## config.mk

```make
export PLATFORM = sky130hd
export DESIGN_NAME = bicubic_sequencer_flat
export DESIGN_NICKNAME = d
export VERILOG_FILES = /design/src/rtl/bicubic_pkg.sv /design/src/rtl/bicubic_sequencer_if.sv /design/src/rtl/bicubic_coord_clamp.sv /design/src/rtl/bicubic_sequencer.sv /design/src/flat_wrapper.sv
export SDC_FILE = /design/constraint.sdc
export NUM_CORES = 1
export LEC_CHECK = 0
export CAP_MARGIN = 20
export CORE_MARGIN = 2
export CORE_UTILIZATION = 45
export CTS_CLUSTER_DIAMETER = 30
export DETAILED_ROUTE_END_ITERATION = 8
export PLACE_DENSITY_LB_ADDON = 0.1
export SYNTH_ARGS = -nofsm -noshare
export SYNTH_HDL_FRONTEND = slang
export SYNTH_HIERARCHICAL = 1
export SYNTH_SLANG_ARGS = --single-unit
```

## constraint.sdc

```tcl
create_clock -name clk -period 11.06 [get_ports clk]
set_clock_uncertainty 0.2 [all_clocks]
set_input_delay 2.212 -clock clk [delete_from_list [all_inputs] [get_ports clk]]
set_output_delay 2.212 -clock clk [all_outputs]
set_load 0.02 [all_outputs]
```

## src/rtl/bicubic_pkg.sv

```systemverilog
// Shared types and constants for the bicubic interpolation sequencer.
package bicubic_pkg;

   typedef enum logic [2:0] {
      ST_IDLE,
      ST_PREP,
      ST_HPASS,
      ST_VPASS,
      ST_SAMPLE,
      ST_OUT
   } state_t;

   // Tap offsets relative to the base coordinate: taps sit at -1, 0, +1, +2
   localparam int TAP_FIRST   = -1;
   localparam int TAP_LAST    = 2;
   localparam int NUM_ROWS    = TAP_LAST - TAP_FIRST + 1;

   localparam int ENG_PHASES  = 5;
   localparam int PREP_CYCLES = 4;

   // Request acceptance to first out_valid cycle
   localparam int LAT         = 31;

   // Q0.8 product rounded back to Q0.8; operands are at most 255 so the
   // rounded sum cannot overflow 16 bits
   function automatic logic [7:0] q8_round(input logic [15:0] prod);
      logic [15:0] s;
      s = prod + 16'd128;
      return s[15:8];
   endfunction

endpackage

```

## src/rtl/bicubic_sequencer_if.sv

```systemverilog
// Bundle of request, line-buffer read, engine and result signals.
// master: pixel-loop controller / line buffer / engine side.
// slave:  the sequencer itself.
interface bicubic_sequencer_if #(
   parameter int CW = 8
);
   logic          in_valid;
   logic          in_ready;
   logic [CW-1:0] base_x;
   logic [CW-1:0] base_y;
   logic [7:0]    frac_x;
   logic [7:0]    frac_y;

   logic          rd_en;
   logic [CW-1:0] rd_x;
   logic [CW-1:0] rd_y;
   logic [7:0]    rd_data;

   logic [23:0]   eng_x;
   logic [7:0]    eng_p;
   logic [2:0]    eng_cnt;
   logic [7:0]    eng_out;

   logic          out_valid;
   logic          out_ready;
   logic [7:0]    out_pix;

   modport master (
      output in_valid, base_x, base_y, frac_x, frac_y,
      output rd_data, eng_out, out_ready,
      input  in_ready, rd_en, rd_x, rd_y,
      input  eng_x, eng_p, eng_cnt, out_valid, out_pix
   );

   modport slave (
      input  in_valid, base_x, base_y, frac_x, frac_y,
      input  rd_data, eng_out, out_ready,
      output in_ready, rd_en, rd_x, rd_y,
      output eng_x, eng_p, eng_cnt, out_valid, out_pix
   );

endinterface

```

## src/rtl/bicubic_coord_clamp.sv

```systemverilog
// Adds a small signed tap offset to an unsigned coordinate and clamps the
// result into [0, LIM-1].
module bicubic_coord_clamp #(
   parameter int CW  = 8,
   parameter int LIM = 256
) (
   input  logic [CW-1:0]     base,
   input  logic signed [2:0] offset,
   output logic [CW-1:0]     coord
);
   // Two guard bits: one for the sign, one so base+2 at the top of the
   // range cannot wrap around into a negative value
   localparam int SW = CW + 2;
   localparam logic signed [SW-1:0] LIM_S = SW'(LIM);
   localparam logic [CW-1:0]        MAX_C = CW'(LIM - 1);

   logic signed [SW-1:0] sum;

   assign sum = $signed({2'b00, base}) + $signed({{(SW-3){offset[2]}}, offset});

   // Clamp low to zero and high to the last valid pixel
   always_comb begin
      coord = sum[CW-1:0];
      if (sum[SW-1]) begin
         coord = '0;
      end else if (sum >= LIM_S) begin
         coord = MAX_C;
      end
   end

endmodule

```

## src/rtl/bicubic_sequencer.sv

```systemverilog
// Sequences one 2-D Catmull-Rom interpolation on the shared cubic engine:
// weight preparation, four horizontal passes over the clamped 4x4
// neighbourhood, one vertical pass over the row results, then output.
module bicubic_sequencer
   import bicubic_pkg::*;
#(
   parameter int IMG_W = 256,
   parameter int IMG_H = 256,
   parameter int CW    = 8
) (
   input logic                clk,
   input logic                rst,
   bicubic_sequencer_if.slave bus
);

   localparam logic [2:0] LAST_PHASE = 3'(ENG_PHASES - 1);
   localparam logic [2:0] LAST_PREP  = 3'(PREP_CYCLES - 1);
   localparam logic [1:0] LAST_ROW   = 2'(NUM_ROWS - 1);

   state_t state, state_nxt;
   logic [2:0] cnt, cnt_nxt;
   logic [1:0] row, row_nxt;

   logic [CW-1:0] bx, by;
   logic [7:0]    tx, ty, sqx, cux, sqy, cuy;
   logic [7:0]    h_buf [0:3];
   logic [7:0]    out_pix_q;

   logic          in_ready_c;
   logic          accept;

   logic [7:0]    mul_a, mul_b;
   logic [15:0]   mul_prod;
   logic [7:0]    mul_rnd;

   logic signed [2:0] col_off, row_off;
   logic [CW-1:0]     clamp_x, clamp_y;

   logic          rd_en_c;
   logic [23:0]   eng_x_c;
   logic [7:0]    eng_p_c;
   logic [2:0]    eng_cnt_c;

   // A new request can slip in on the same cycle the previous result leaves
   assign in_ready_c = (state == ST_IDLE) || (state == ST_OUT && bus.out_ready);
   assign accept     = bus.in_valid && in_ready_c;

   // Column tap follows the engine phase (phase 0 reads tap -1), row tap
   // follows the pass index
   assign col_off = $signed({1'b0, cnt[1:0]} + 3'(TAP_FIRST));
   assign row_off = $signed({1'b0, row} + 3'(TAP_FIRST));

   bicubic_coord_clamp #(.CW(CW), .LIM(IMG_W)) u_clamp_x (
      .base   (bx),
      .offset (col_off),
      .coord  (clamp_x)
   );

   bicubic_coord_clamp #(.CW(CW), .LIM(IMG_H)) u_clamp_y (
      .base   (by),
      .offset (row_off),
      .coord  (clamp_y)
   );

   // Single shared multiplier: squares then cubes, x before y
   always_comb begin
      mul_a = '0;
      mul_b = '0;
      case (cnt[1:0])
         2'd0: begin mul_a = tx;  mul_b = tx; end
         2'd1: begin mul_a = sqx; mul_b = tx; end
         2'd2: begin mul_a = ty;  mul_b = ty; end
         2'd3: begin mul_a = sqy; mul_b = ty; end
         default: ;
      endcase
   end

   assign mul_prod = {8'd0, mul_a} * {8'd0, mul_b};
   assign mul_rnd  = q8_round(mul_prod);

   // State, phase and row registers
   always_ff @(posedge clk) begin
      if (rst) begin
         state <= ST_IDLE;
         cnt   <= '0;
         row   <= '0;
      end else begin
         state <= state_nxt;
         cnt   <= cnt_nxt;
         row   <= row_nxt;
      end
   end

   // Next-state logic: fixed-length PREP, 4x5-cycle HPASS, 5-cycle VPASS
   always_comb begin
      state_nxt = state;
      cnt_nxt   = cnt;
      row_nxt   = row;
      case (state)
         ST_IDLE: begin
            if (accept) begin
               state_nxt = ST_PREP;
               cnt_nxt   = '0;
            end
         end
         ST_PREP: begin
            if (cnt == LAST_PREP) begin
               state_nxt = ST_HPASS;
               cnt_nxt   = '0;
               row_nxt   = '0;
            end else begin
               cnt_nxt = cnt + 3'd1;
            end
         end
         ST_HPASS: begin
            if (cnt == LAST_PHASE) begin
               cnt_nxt = '0;
               row_nxt = row + 2'd1;
               if (row == LAST_ROW) begin
                  state_nxt = ST_VPASS;
               end
            end else begin
               cnt_nxt = cnt + 3'd1;
            end
         end
         ST_VPASS: begin
            if (cnt == LAST_PHASE) begin
               state_nxt = ST_SAMPLE;
               cnt_nxt   = '0;
            end else begin
               cnt_nxt = cnt + 3'd1;
            end
         end
         ST_SAMPLE: begin
            state_nxt = ST_OUT;
         end
         ST_OUT: begin
            if (bus.out_ready) begin
               state_nxt = accept ? ST_PREP : ST_IDLE;
               cnt_nxt   = '0;
            end
         end
         default: begin
            state_nxt = ST_IDLE;
            cnt_nxt   = '0;
            row_nxt   = '0;
         end
      endcase
   end

   // Request capture, weight preparation, row buffer and output register
   always_ff @(posedge clk) begin
      if (rst) begin
         bx        <= '0;
         by        <= '0;
         tx        <= '0;
         ty        <= '0;
         sqx       <= '0;
         cux       <= '0;
         sqy       <= '0;
         cuy       <= '0;
         out_pix_q <= '0;
         for (int i = 0; i < 4; i++) begin
            h_buf[i] <= '0;
         end
      end else begin
         if (accept) begin
            bx <= bus.base_x;
            by <= bus.base_y;
            tx <= bus.frac_x;
            ty <= bus.frac_y;
         end
         if (state == ST_PREP) begin
            case (cnt[1:0])
               2'd0: sqx <= mul_rnd;
               2'd1: cux <= mul_rnd;
               2'd2: sqy <= mul_rnd;
               2'd3: cuy <= mul_rnd;
               default: ;
            endcase
         end
         if (state == ST_HPASS && cnt == 3'd0 && row != 2'd0) begin
            h_buf[row - 2'd1] <= bus.eng_out;
         end
         if (state == ST_VPASS && cnt == 3'd0) begin
            h_buf[3] <= bus.eng_out;
         end
         if (state == ST_SAMPLE) begin
            out_pix_q <= bus.eng_out;
         end
      end
   end

   // Engine and read-port drive; everything is quiet outside the passes
   always_comb begin
      rd_en_c   = 1'b0;
      eng_x_c   = '0;
      eng_p_c   = '0;
      eng_cnt_c = '0;
      case (state)
         ST_HPASS: begin
            eng_x_c   = {tx, sqx, cux};
            eng_cnt_c = cnt;
            rd_en_c   = (cnt != LAST_PHASE);
            if (cnt != 3'd0) begin
               eng_p_c = bus.rd_data;
            end
         end
         ST_VPASS: begin
            eng_x_c   = {ty, sqy, cuy};
            eng_cnt_c = cnt;
            if (cnt != 3'd0) begin
               eng_p_c = h_buf[2'(cnt - 3'd1)];
            end
         end
         default: ;
      endcase
   end

   assign bus.in_ready  = in_ready_c;
   assign bus.rd_en     = rd_en_c;
   assign bus.rd_x      = rd_en_c ? clamp_x : '0;
   assign bus.rd_y      = rd_en_c ? clamp_y : '0;
   assign bus.eng_x     = eng_x_c;
   assign bus.eng_p     = eng_p_c;
   assign bus.eng_cnt   = eng_cnt_c;
   assign bus.out_valid = (state == ST_OUT);
   assign bus.out_pix   = out_pix_q;

endmodule

```

## src/flat_wrapper.sv

```systemverilog
// flat-port wrapper written by rule: the top's interface ports become plain ports
module bicubic_sequencer_flat import bicubic_pkg::*;
#(
   parameter int IMG_W = 256,
   parameter int IMG_H = 256,
   parameter int CW    = 8
)
  (clk, rst, bus_in_valid, bus_base_x, bus_base_y, bus_frac_x, bus_frac_y, bus_rd_data, bus_eng_out, bus_out_ready, bus_in_ready, bus_rd_en, bus_rd_x, bus_rd_y, bus_eng_x, bus_eng_p, bus_eng_cnt, bus_out_valid, bus_out_pix);
  bicubic_sequencer_if #(.CW(CW)) bus_i ();
  input logic clk;
  input logic rst;
  input wire logic [$bits(bus_i.in_valid)-1:0] bus_in_valid;
  input wire logic [$bits(bus_i.base_x)-1:0] bus_base_x;
  input wire logic [$bits(bus_i.base_y)-1:0] bus_base_y;
  input wire logic [$bits(bus_i.frac_x)-1:0] bus_frac_x;
  input wire logic [$bits(bus_i.frac_y)-1:0] bus_frac_y;
  input wire logic [$bits(bus_i.rd_data)-1:0] bus_rd_data;
  input wire logic [$bits(bus_i.eng_out)-1:0] bus_eng_out;
  input wire logic [$bits(bus_i.out_ready)-1:0] bus_out_ready;
  output wire logic [$bits(bus_i.in_ready)-1:0] bus_in_ready;
  output wire logic [$bits(bus_i.rd_en)-1:0] bus_rd_en;
  output wire logic [$bits(bus_i.rd_x)-1:0] bus_rd_x;
  output wire logic [$bits(bus_i.rd_y)-1:0] bus_rd_y;
  output wire logic [$bits(bus_i.eng_x)-1:0] bus_eng_x;
  output wire logic [$bits(bus_i.eng_p)-1:0] bus_eng_p;
  output wire logic [$bits(bus_i.eng_cnt)-1:0] bus_eng_cnt;
  output wire logic [$bits(bus_i.out_valid)-1:0] bus_out_valid;
  output wire logic [$bits(bus_i.out_pix)-1:0] bus_out_pix;
  assign bus_i.in_valid = bus_in_valid;
  assign bus_i.base_x = bus_base_x;
  assign bus_i.base_y = bus_base_y;
  assign bus_i.frac_x = bus_frac_x;
  assign bus_i.frac_y = bus_frac_y;
  assign bus_i.rd_data = bus_rd_data;
  assign bus_i.eng_out = bus_eng_out;
  assign bus_i.out_ready = bus_out_ready;
  assign bus_in_ready = bus_i.in_ready;
  assign bus_rd_en = bus_i.rd_en;
  assign bus_rd_x = bus_i.rd_x;
  assign bus_rd_y = bus_i.rd_y;
  assign bus_eng_x = bus_i.eng_x;
  assign bus_eng_p = bus_i.eng_p;
  assign bus_eng_cnt = bus_i.eng_cnt;
  assign bus_out_valid = bus_i.out_valid;
  assign bus_out_pix = bus_i.out_pix;
  bicubic_sequencer #(.IMG_W(IMG_W), .IMG_H(IMG_H), .CW(CW)) u_core (.clk(clk), .rst(rst), .bus(bus_i));
endmodule
```

## Word level (Yosys, flattened, before mapping)

Memories as Yosys holds them, arrays and structs flattened.
Cells that the tools add are included.

- $lt $le $gt $ge: 2
- Reduce and logical (&&, ||, !) cells: 23
- Muxes and demuxes: 42
- Multiply operators: 1
- Eq/ne operators: 18
- $add $sub $neg: 9
- Bitwise gates (word level): 3

Operators by type and width:

| operator | number |
|---|---|
| 8-bit 2-to-1 mux | 10 |
| 24-bit case mux with 2 select lines | 1 |
| 3-bit 2-to-1 mux | 11 |
| 8-bit case mux with 2 select lines | 2 |
| 8-bit case mux with 4 select lines | 1 |
| 9-bit by 3-bit adder with 10-bit output | 2 |
| 10-bit greater-or-equal comparator, second input constant | 2 |
| 3-bit case mux with 6 select lines | 1 |
| 16-bit by 8-bit adder with 16-bit output, second input constant | 1 |
| 8-bit by 8-bit multiplier with 16-bit output | 1 |
| 3-bit case mux with 5 select lines | 1 |
| 1-bit 2-to-1 mux | 11 |
| 2-bit by 1-bit inequality test with 1-bit output, second input constant | 5 |
| 3-bit by 2-bit equality test with 1-bit output, second input constant | 3 |
| 3-bit equality test, second input constant | 3 |
| 2-bit AND reduction | 4 |
| 8-bit OR reduction | 1 |
| 2-bit by 3-bit adder with 3-bit output, second input constant | 2 |
| 2-bit equality test, second input constant | 3 |
| 3-bit zero test | 2 |
| 2-bit 2-to-1 mux | 3 |
| 2-bit case mux with 3 select lines | 1 |
| 3-bit AND reduction | 2 |
| 6-bit AND reduction | 1 |
| 16 further kinds | 24 |

- Bits of input ports: 52
- Word-level logic and storage cells: 111
- Memories: 1
- Memory bits (writable): 32
- Register bits: 80
- Output and inout bits: 62

Memories:

| memory | words | width | read ports | clocked after Yosys merged registers in | write ports | line | RTL |
|---|---|---|---|---|---|---|---|
| u_core.h_buf | 4 | 8 | 1 | 0 | 4 | bicubic_sequencer.sv:26 | `logic [7:0] h_buf [0:3];` |

## Longest topological paths before layout

Gate-level depths: netlist (run 1).

- Depth after elaboration: 8
- Gate-level depth with buffers: 23
- Gate-level depth less buffers: 20

## By module

Netlist (run 1), hierarchy kept.

Modules (own cells, without submodules):

| module | cells an instance | times used | area each (um^2) |
|---|---|---|---|
| bicubic_sequencer | 841 | 1 | 7532.2 |
| bicubic_coord_clamp at u_core.u_clamp_y | 62 | 1 | 549.3 |
| bicubic_coord_clamp at u_core.u_clamp_x | 76 | 1 | 546.8 |

## Least setup slack after synthesis (run 1)

No wires, ideal clock.

- Path kind: reg-to-reg
- Start point: register u_core.cnt[0]
- End point: register u_core.sqx[3]
- Clock period less this slack: 6.067 ns
- Stages on the path, launching flop included: 20
- Setup time: 0.132 ns
- Path buffers: 3
- Required time: 10.728 ns
- Arrival: 5.734 ns
- Slack: 4.993 ns
- Path through: dfxtp_1 -> buf_2 -> inv_1 -> ha_1 -> buf_2 -> inv_1 -> clkbuf_1 -> o21ai_1 -> or2_2 -> fa_1 -> fa_1 -> fa_1 -> fa_1 -> inv_1 -> ha_1 -> o21a_1 -> and3_1 -> a2111o_1 -> o2111ai_1 -> a21oi_1

- Longest elaborated chain between the ends: 5

RTL lines:

| element | line | RTL |
|---|---|---|
| start, declared | bicubic_sequencer.sv:21 | `logic [2:0] cnt, cnt_nxt;` |
| start signal, assigned | bicubic_sequencer.sv:89 | `cnt <= cnt_nxt;` |
| 2-bit equality test (tied with other cells) | bicubic_sequencer.sv:69 | `case (cnt[1:0])` |
| 2-bit OR reduction (no source line) | -- |  |
| 8-bit case mux with 2 select lines | bicubic_sequencer.sv:69 |  |
| 8-bit by 8-bit multiplier with 16-bit output | bicubic_sequencer.sv:78 | `assign mul_prod = {8'd0, mul_a} * {8'd0, mul_b};` |
| 16-bit by 8-bit adder with 16-bit output | bicubic_pkg.sv:28 | `s = prod + 16'd128;` |
| end signal, assigned | bicubic_sequencer.sv:175 | `2'd0: sqx <= mul_rnd;` |
| end, declared | bicubic_sequencer.sv:25 | `logic [7:0] tx, ty, sqx, cux, sqy, cuy;` |

Several ways; a longest one is shown, not always the timed one.
A chain may end at the register's enable or synchronous reset.

## Final worst setup path (run 1)

- Start point: register u_core.cnt[0]
- End point: output bus_rd_x[1]

- Longest elaborated chain between the ends: 6

RTL lines:

| element | line | RTL |
|---|---|---|
| 2-bit by 3-bit adder with 3-bit output (*) | bicubic_sequencer.sv:50 | `assign col_off = $signed({1'b0, cnt[1:0]} + 3'(TAP_FIRST));` |
| named net u_core.col_off[0] | bicubic_sequencer.sv:36 | `logic signed [2:0] col_off, row_off;` |
| 9-bit by 3-bit adder with 10-bit output (*) | bicubic_coord_clamp.sv:19 | `assign sum = $signed({2'b00, base}) + $signed({{(SW-3){offset[2]}}, offset});` |
| 10-bit greater-or-equal comparator | bicubic_coord_clamp.sv:26 | `end else if (sum >= LIM_S) begin` |
| 8-bit 2-to-1 mux | bicubic_coord_clamp.sv:26 |  |
| 8-bit 2-to-1 mux (*) | bicubic_coord_clamp.sv:24 | `if (sum[SW-1]) begin` |
| named net u_core.clamp_x[1] | bicubic_sequencer.sv:37 | `logic [CW-1:0] clamp_x, clamp_y;` |
| 8-bit 2-to-1 mux (*) | bicubic_sequencer.sv:222 | `assign bus.rd_x = rd_en_c ? clamp_x : '0;` |
| end, declared | flat_wrapper.sv:22 | `output wire logic [$bits(bus_i.rd_x)-1:0] bus_rd_x;` |

Mark *: on every way through the listed nets, which the timed path passes. The rest lies on a longest branch.

==> results.yml, run 1 <==
run_status:
  outcome: "complete, no violations"
floorplan:
  die_h_um: 142
  dieArea_um2: 20300
  dieWidth_um: 142
  io_pins: 114
  core_area_um2: 18800
  num_rows: 50
  start_util: 0.460
sta:
  hold_viol: 0
  grt_setup_unrepaired: "false"
  slew_violations: 0
  timing.slew.headroom: 0.390
  post-route-period-util: 0.624
  fmax_mhz: 145
  finalSetupTns_ps: 0
  worst_pin_slew_ps: 915
  post-route-min-period_ps: 6900
  hold-worst-slack_ps: 257
  setup_viol: 0
synthesis:
  yosysSeqAreaShare: 0.297
  synth_cell_types: 80
  synth_edf_count: 32
  synth_area_um2: 8630
  yosys_register_bits: 112
  synth-main-ff-cell: "dfxtp_1"
  synthTopCellsByArea: "dfxtp_1 (19%), edfxtp_1 (11%), ha_1 (9.1%)"
  async_flop_share: 0
  synth_cells: 979
  syn-mean-instance-area_um2: 8.81
  yosys_warnings: 6
  synth_area_leader_cell: "dfxtp_1"
  synth_fp_nets: 1131
  synth_top_area_share: 0.186
place:
  io_buffers: 113
  hpwl_um: 16800
  placed_area_um2: 9900
  gp_congestion: 0.877
job:
  drv_cap: 0
setup_path:
  rr_worst_depth: 16
  crit_path_max_fanout: 13
  worstSetupPathType: "flop to output port"
  cp-end-kind: "output port"
  r2r_slack_ps: 4190
  rr_startpoint: "u_core/cnt[0]"
  cp.arrival_ps: 4490
  crit_chain: "inv_1, ha_1, inv_1, fa_1, nand3_1, a21oi_1, or3_1, xnor2_2, a21oi_1, and2_1, clkdlybuf4s50_1"
  cp.required_ps: 8650
  crit_path_max_incr_delay_ps: 810
  rr_endpoint: "u_core/sqx[2]"
  cp_slowest_cell: "dfxtp_1"
  critPathLaunchType: "flop"
power_and_ir_drop:
  p_int_mw: 1.11
  power.leakage_nw: 4.04
  clkPwrFrac: 0.164
  seqPwrFrac: 0.260
  p_sw_mw: 0.931
  pwr-share-comb: 0.576
  power.density_nw_per_um2: 198
  finalPower_mw: 2.04
  vdd_drop_max_uv: 139
  swShare: 0.457
detailed_routing:
  viasPerCell: 5.54
  wl_per_cell_um: 17.0
  drcViolationCount: 0
  drtAntennaViolNets: 0
  vias: 7239
  drt-initial-drc-count: 552
  wl_um: 22200
  dr.pass1.iters: 8
layout:
  syn_to_final_growth_pct: 19.1
  utilization: 0.548
  final_area_um2: 10300
  mostFrequentLayoutCell: "nor2_1"
  insertedDiodeCount: 0
  final_layout_size_suffix_gt1_frac: 0.0829
  mostFrequentLayoutCells: "nor2_1 (136), clkdlybuf4s50_1 (112), nand2_1 (109), dfxtp_1 (79), a21oi_1 (72)"
  nNetsFinal: 1220
  fillCellCount: 1802
global_route:
  grt_pass1_wl_um: 35600
  grt_max_degree: 81
  antenna_found_initial: 0
  overflow: 0
  grt_pass1_vias: 7020
  grt_util_all_layers: 0.222
clock_network:
  post_cts_buffers: 0
  cts.clk_slew.worst_paths_ps: 80
  cts_repair_resize_count: 0
  htreeDepth: 3
  cts_tree: "yes"
  cts_made_buffers: 9
  clk_latency_ps: 350
  cts_buffer_depth: 2
  clockRootBuffer: "clkbuf_16"
  cts_sinks: 112
  ctsHoldBuffers: 0
min_path:
  min_from: "u_core/cux[0]"
  hold_depth: 2
  hold_class: "flop to flop"
  hold_end: "u_core/cux[0]"
==> per-layer routing <==
| metal | wire, um | GRT usage |
|---|---|---|
| met1 | 10000 | 0.290 |
| met2 | 11200 | 0.386 |
| met3 | 687 | 0.0330 |
| met4 | 319 | 0.0537 |
| met5 | 0 | 0 |
==> cell usage after synthesis (3+ instances only) <==
library cell	number
nand2_1	109
fa_1	37
nand2b_1	6
a211oi_1	12
nor2b_1	8
o21ai_1	10
inv_1	62
nor2_1	136
xor2_1	5
edfxtp_1	32
o21ai_0	19
nor3_1	8
o211a_1	3
xnor2_1	6
a21o_1	7
mux2i_1	49
buf_1	4
a21oi_2	5
dfxtp_1	80
o2111ai_1	6
buf_2	18
o22ai_1	10
o211ai_1	9
ha_1	63
nand3_1	14
mux4_2	8
o31ai_1	5
a311oi_1	4
and2_1	55
a21oi_1	72
clkbuf_1	20
o21a_1	7
nor3b_1	3
a222oi_1	8
or2_2	15
or3_1	5
==> final cells by class <==
type	count	area, um2	area share
inverters	62	233	0.0226
multi-input cells	761	5640	0.549
repair buffers	122	1230	0.120
clock inverters	7	86.3	0.00840
flip-flops and latches	112	2560	0.249
well taps	234	293	0.0285
clock buffers	9	225	0.0219
==> critical path, delay by kind of cell, from the launching register on <==
kind | cells | cell delay [ps]
flip-flops | 1 | 810
adder cells (fa/ha/maj) | 2 | 1160
XOR/XNOR | 1 | 210
AND/OR/NAND/NOR | 3 | 700
AO/OA/AOI/OAI | 2 | 260
buffers and inverters | 3 | 990
==> metrics by stage <==
step / worst slack, ps / std cells
after floorplan: 4990 / 979
after global placement: 4230 / 1288
after detailed placement: 4110 / 1288
after CTS: 4020 / 1304
after global routing: 3560 / 1307
final: 4160 / 1307
==> cells by family (layout without fill, tap and decap cells) <==
kind of cell / Yosys count / count (layout) / share of synthesized area
buffers and inverters: 106 / 200 / 0.0496
AO/OA/AOI/OAI: 211 / 211 / 0.174
multiplexers: 59 / 59 / 0.0816
XOR/XNOR: 13 / 13 / 0.0149
adder cells (fa/ha/maj): 100 / 100 / 0.177
AND/OR/NAND/NOR: 378 / 378 / 0.206
flip-flops: 112 / 112 / 0.297
==> state kept, by name (all words and copies together) (netlist names) <==
signal / cells
u_core/bus.out_pix: 8
u_core/bx: 8
u_core/by: 8
u_core/cnt: 3
u_core/cux: 8
u_core/cuy: 8
u_core/h_buf: 32
u_core/row: 2
u_core/sqx: 8
u_core/sqy: 8
u_core/state: 3
u_core/tx: 8
u_core/ty: 8
==> power by group through the flow <==
stage          combinational, mW  clock, mW  sequential [mW]
6_report                    1.17      0.334            0.530
5_1_grt                     1.32      0.356            0.538
4_1_cts                     1.16      0.342            0.531
3_5_place_dp                1.15          0            0.541
3_3_place_gp                1.15          0            0.540
2_1_floorplan              0.903          0            0.516
==> how the worst max path moves through the flow <==
stage / startpoint / to / slack [ps] / cells after the start
after floorplan: u_core/cnt[0] / u_core/sqx[3] / 4990 / 19
after global placement: u_core/cnt[0] / u_core/sqy[2] / 4230 / 17
after detailed placement: u_core/cnt[0] / u_core/cuy[2] / 4110 / 16
after CTS: u_core/cnt[0] / bus_rd_x[7] / 4020 / 11
after global routing: u_core/cnt[0] / u_core/cuy[2] / 3560 / 17
final: u_core/cnt[0] / bus_rd_x[1] / 4160 / 11
Power figures use the tool's default switching activity.
==> run 2, diff against run 1 <==
==> constraint.sdc (replaced) <==
create_clock -name clk -period 6.4 [get_ports clk]
set_clock_uncertainty 0.2 [all_clocks]
set_input_delay 1.28 -clock clk [delete_from_list [all_inputs] [get_ports clk]]
set_output_delay 1.28 -clock clk [all_outputs]
set_load 0.02 [all_outputs]
==> run 2 against run 1 <==
Total power rose by 74%. Clock-buffer cell count did not move. Sequential share of layout area fell by 0.10 points. Die area did not move. Routed wire length rose by 1.8%. Setup slack got worse by 3700 ps. Flip-flop and latch count did not move. Global-route usage rose by 0.38 points. Highest routed layer unchanged. First-iteration DRC count fell by 12%. Largest power group unchanged.
==> results.yml, run 2 (synthesis gave the netlist of run 1 again) <==
run_status:
  outcome: "complete, no violations"
power_and_ir_drop:
  power.density_nw_per_um2: 344
  vdd_drop_max_uv: 235
  power.leakage_nw: 4.08
  p_sw_mw: 1.62
  p_int_mw: 1.93
  seqPwrFrac: 0.255
  pwr-share-comb: 0.578
  swShare: 0.458
  clkPwrFrac: 0.167
sta:
  worst_pin_slew_ps: 943
  grt_setup_unrepaired: "false"
  post-route-min-period_ps: 5960
  hold_viol: 0
  timing.slew.headroom: 0.370
  fmax_mhz: 168
  setup_viol: 0
  slew_violations: 0
  finalSetupTns_ps: 0
  post-route-period-util: 0.931
min_path:
  hold_depth: 2
  hold_class: "flop to flop"
setup_path:
  worstSetupPathType: "flop to flop"
  cp_top_family: "adder cells"
  rr_worst_depth: 17
  cp_num_buf_inv: 3
  cp.required_ps: 6470
  cp.arrival_ps: 6030
  cp_slowest_cell: "mux2i_1"
  crit_path_max_fanout: 11
  critPathLaunchType: "flop"
  cp.depth: 17
  crit_path_max_incr_delay_ps: 620
  cpMostUsedCell: "fa_1"
  crit_chain: "inv_1, ha_1, nor2_2, mux2i_1, nor2_1, fa_1, fa_1, fa_1, inv_1, fa_1, inv_1, ha_1, a21oi_1, o21ai_1, a2111oi_2, a311oi_2, a211oi_1"
  cp-end-kind: "flop"
clock_network:
  cts_buffer_depth: 2
  post_cts_buffers: 0
  cts_tree: "yes"
  cts_sinks: 112
  cts.clk_slew.worst_paths_ps: 90
  cts_made_buffers: 9
  cts_repair_resize_count: 0
  clockRootBuffer: "clkbuf_16"
  clk_latency_ps: 360
  htreeDepth: 3
  ctsHoldBuffers: 0
global_route:
  grt_pass1_vias: 6922
  grt_pass1_wl_um: 35900
  antenna_found_initial: 0
  grt_util_all_layers: 0.225
  grt_max_degree: 48
  overflow: 0
detailed_routing:
  vias: 7251
  wl_per_cell_um: 17.2
  dr.pass1.iters: 6
  wl_um: 22600
  highest_layer: "met4"
  met2WireLength_um: 11200
  drtAntennaViolNets: 0
  m1WireLength_um: 10200
  drcViolationCount: 0
  wl_met3_um: 709
  viasPerCell: 5.51
  drt-initial-drc-count: 484
layout:
  top_register: "u_core/h_buf"
  final_layout_size_suffix_gt1_frac: 0.0896
  final_cell_count_no_fill: 1316
  final_area_um2: 10300
  insertedDiodeCount: 0
  largest_reg_flops: 32
  nNetsFinal: 1229
  mostFrequentLayoutCell: "nor2_1"
  mostFrequentLayoutCells: "nor2_1 (136), clkdlybuf4s50_1 (112), nand2_1 (109), dfxtp_1 (79), a21oi_1 (72)"
  syn_to_final_growth_pct: 19.6
place:
  io_buffers: 113
  gp_congestion: 0.898
  dp_cells: 1298
  hpwl_um: 17100
  placed_area_um2: 9970
job:
  drv_cap: 0
floorplan:
  dieWidth_um: 142
  die_h_um: 142
  core_area_um2: 18800
  num_rows: 50
  io_pins: 114
  dieArea_um2: 20300
  start_util: 0.460
[run 2: final cells by class]
type / instances / area [um2]
clock buffer: 9 / 225
fill: 1793 / 8450
timing repair buffer: 131 / 1280
sequential: 112 / 2560
tap: 234 / 293
multi-input combinational: 761 / 5640
inverter: 62 / 233
clock inverter: 7 / 86.3
[run 2: metal layers]
layer,up-vias,GRT usage
li1,3616,-
met1,3458,0.298
met2,143,0.385
met3,34,0.0326
met4,0,0.0641
met5,-,0
[run 2: through the flow]
stage               worst slack (ps)  utilization  total power, mW  hold slack (ps)
floorplan                        333            -             2.45              236
detailed placement               528        0.531             2.95              247
CTS                              488        0.548             3.56              258
global route                    73.0        0.550             3.84              278
global placement                 551        0.531             2.94              244
finish                           440        0.550             3.55              257
[run 2: power groups by stage]
stage | Clock (mW) | Sequential (mW) | Combinational [mW]
final | 0.594 | 0.906 | 2.05
after global routing | 0.632 | 0.919 | 2.29
after CTS | 0.610 | 0.905 | 2.04
after detailed placement | 0 | 0.922 | 2.03
after global placement | 0 | 0.922 | 2.02
after floorplan | 0 | 0.892 | 1.56
[run 2: path summary, 6_finish.rpt]
kind | from | end | slack [ps]
max | u_core/cnt[0] | u_core/sqx[5] | 440
min | u_core/cux[0] | u_core/cux[0] | 260
max reg2reg | u_core/cnt[0] | u_core/sqx[5] | 440
min reg2reg | u_core/cux[0] | u_core/cux[0] | 260
[run 2: worst min-delay path: stages, from the launching register on]
cell,delay (ps)
dfxtp_1,310
nand2_1,50
a21oi_1,50
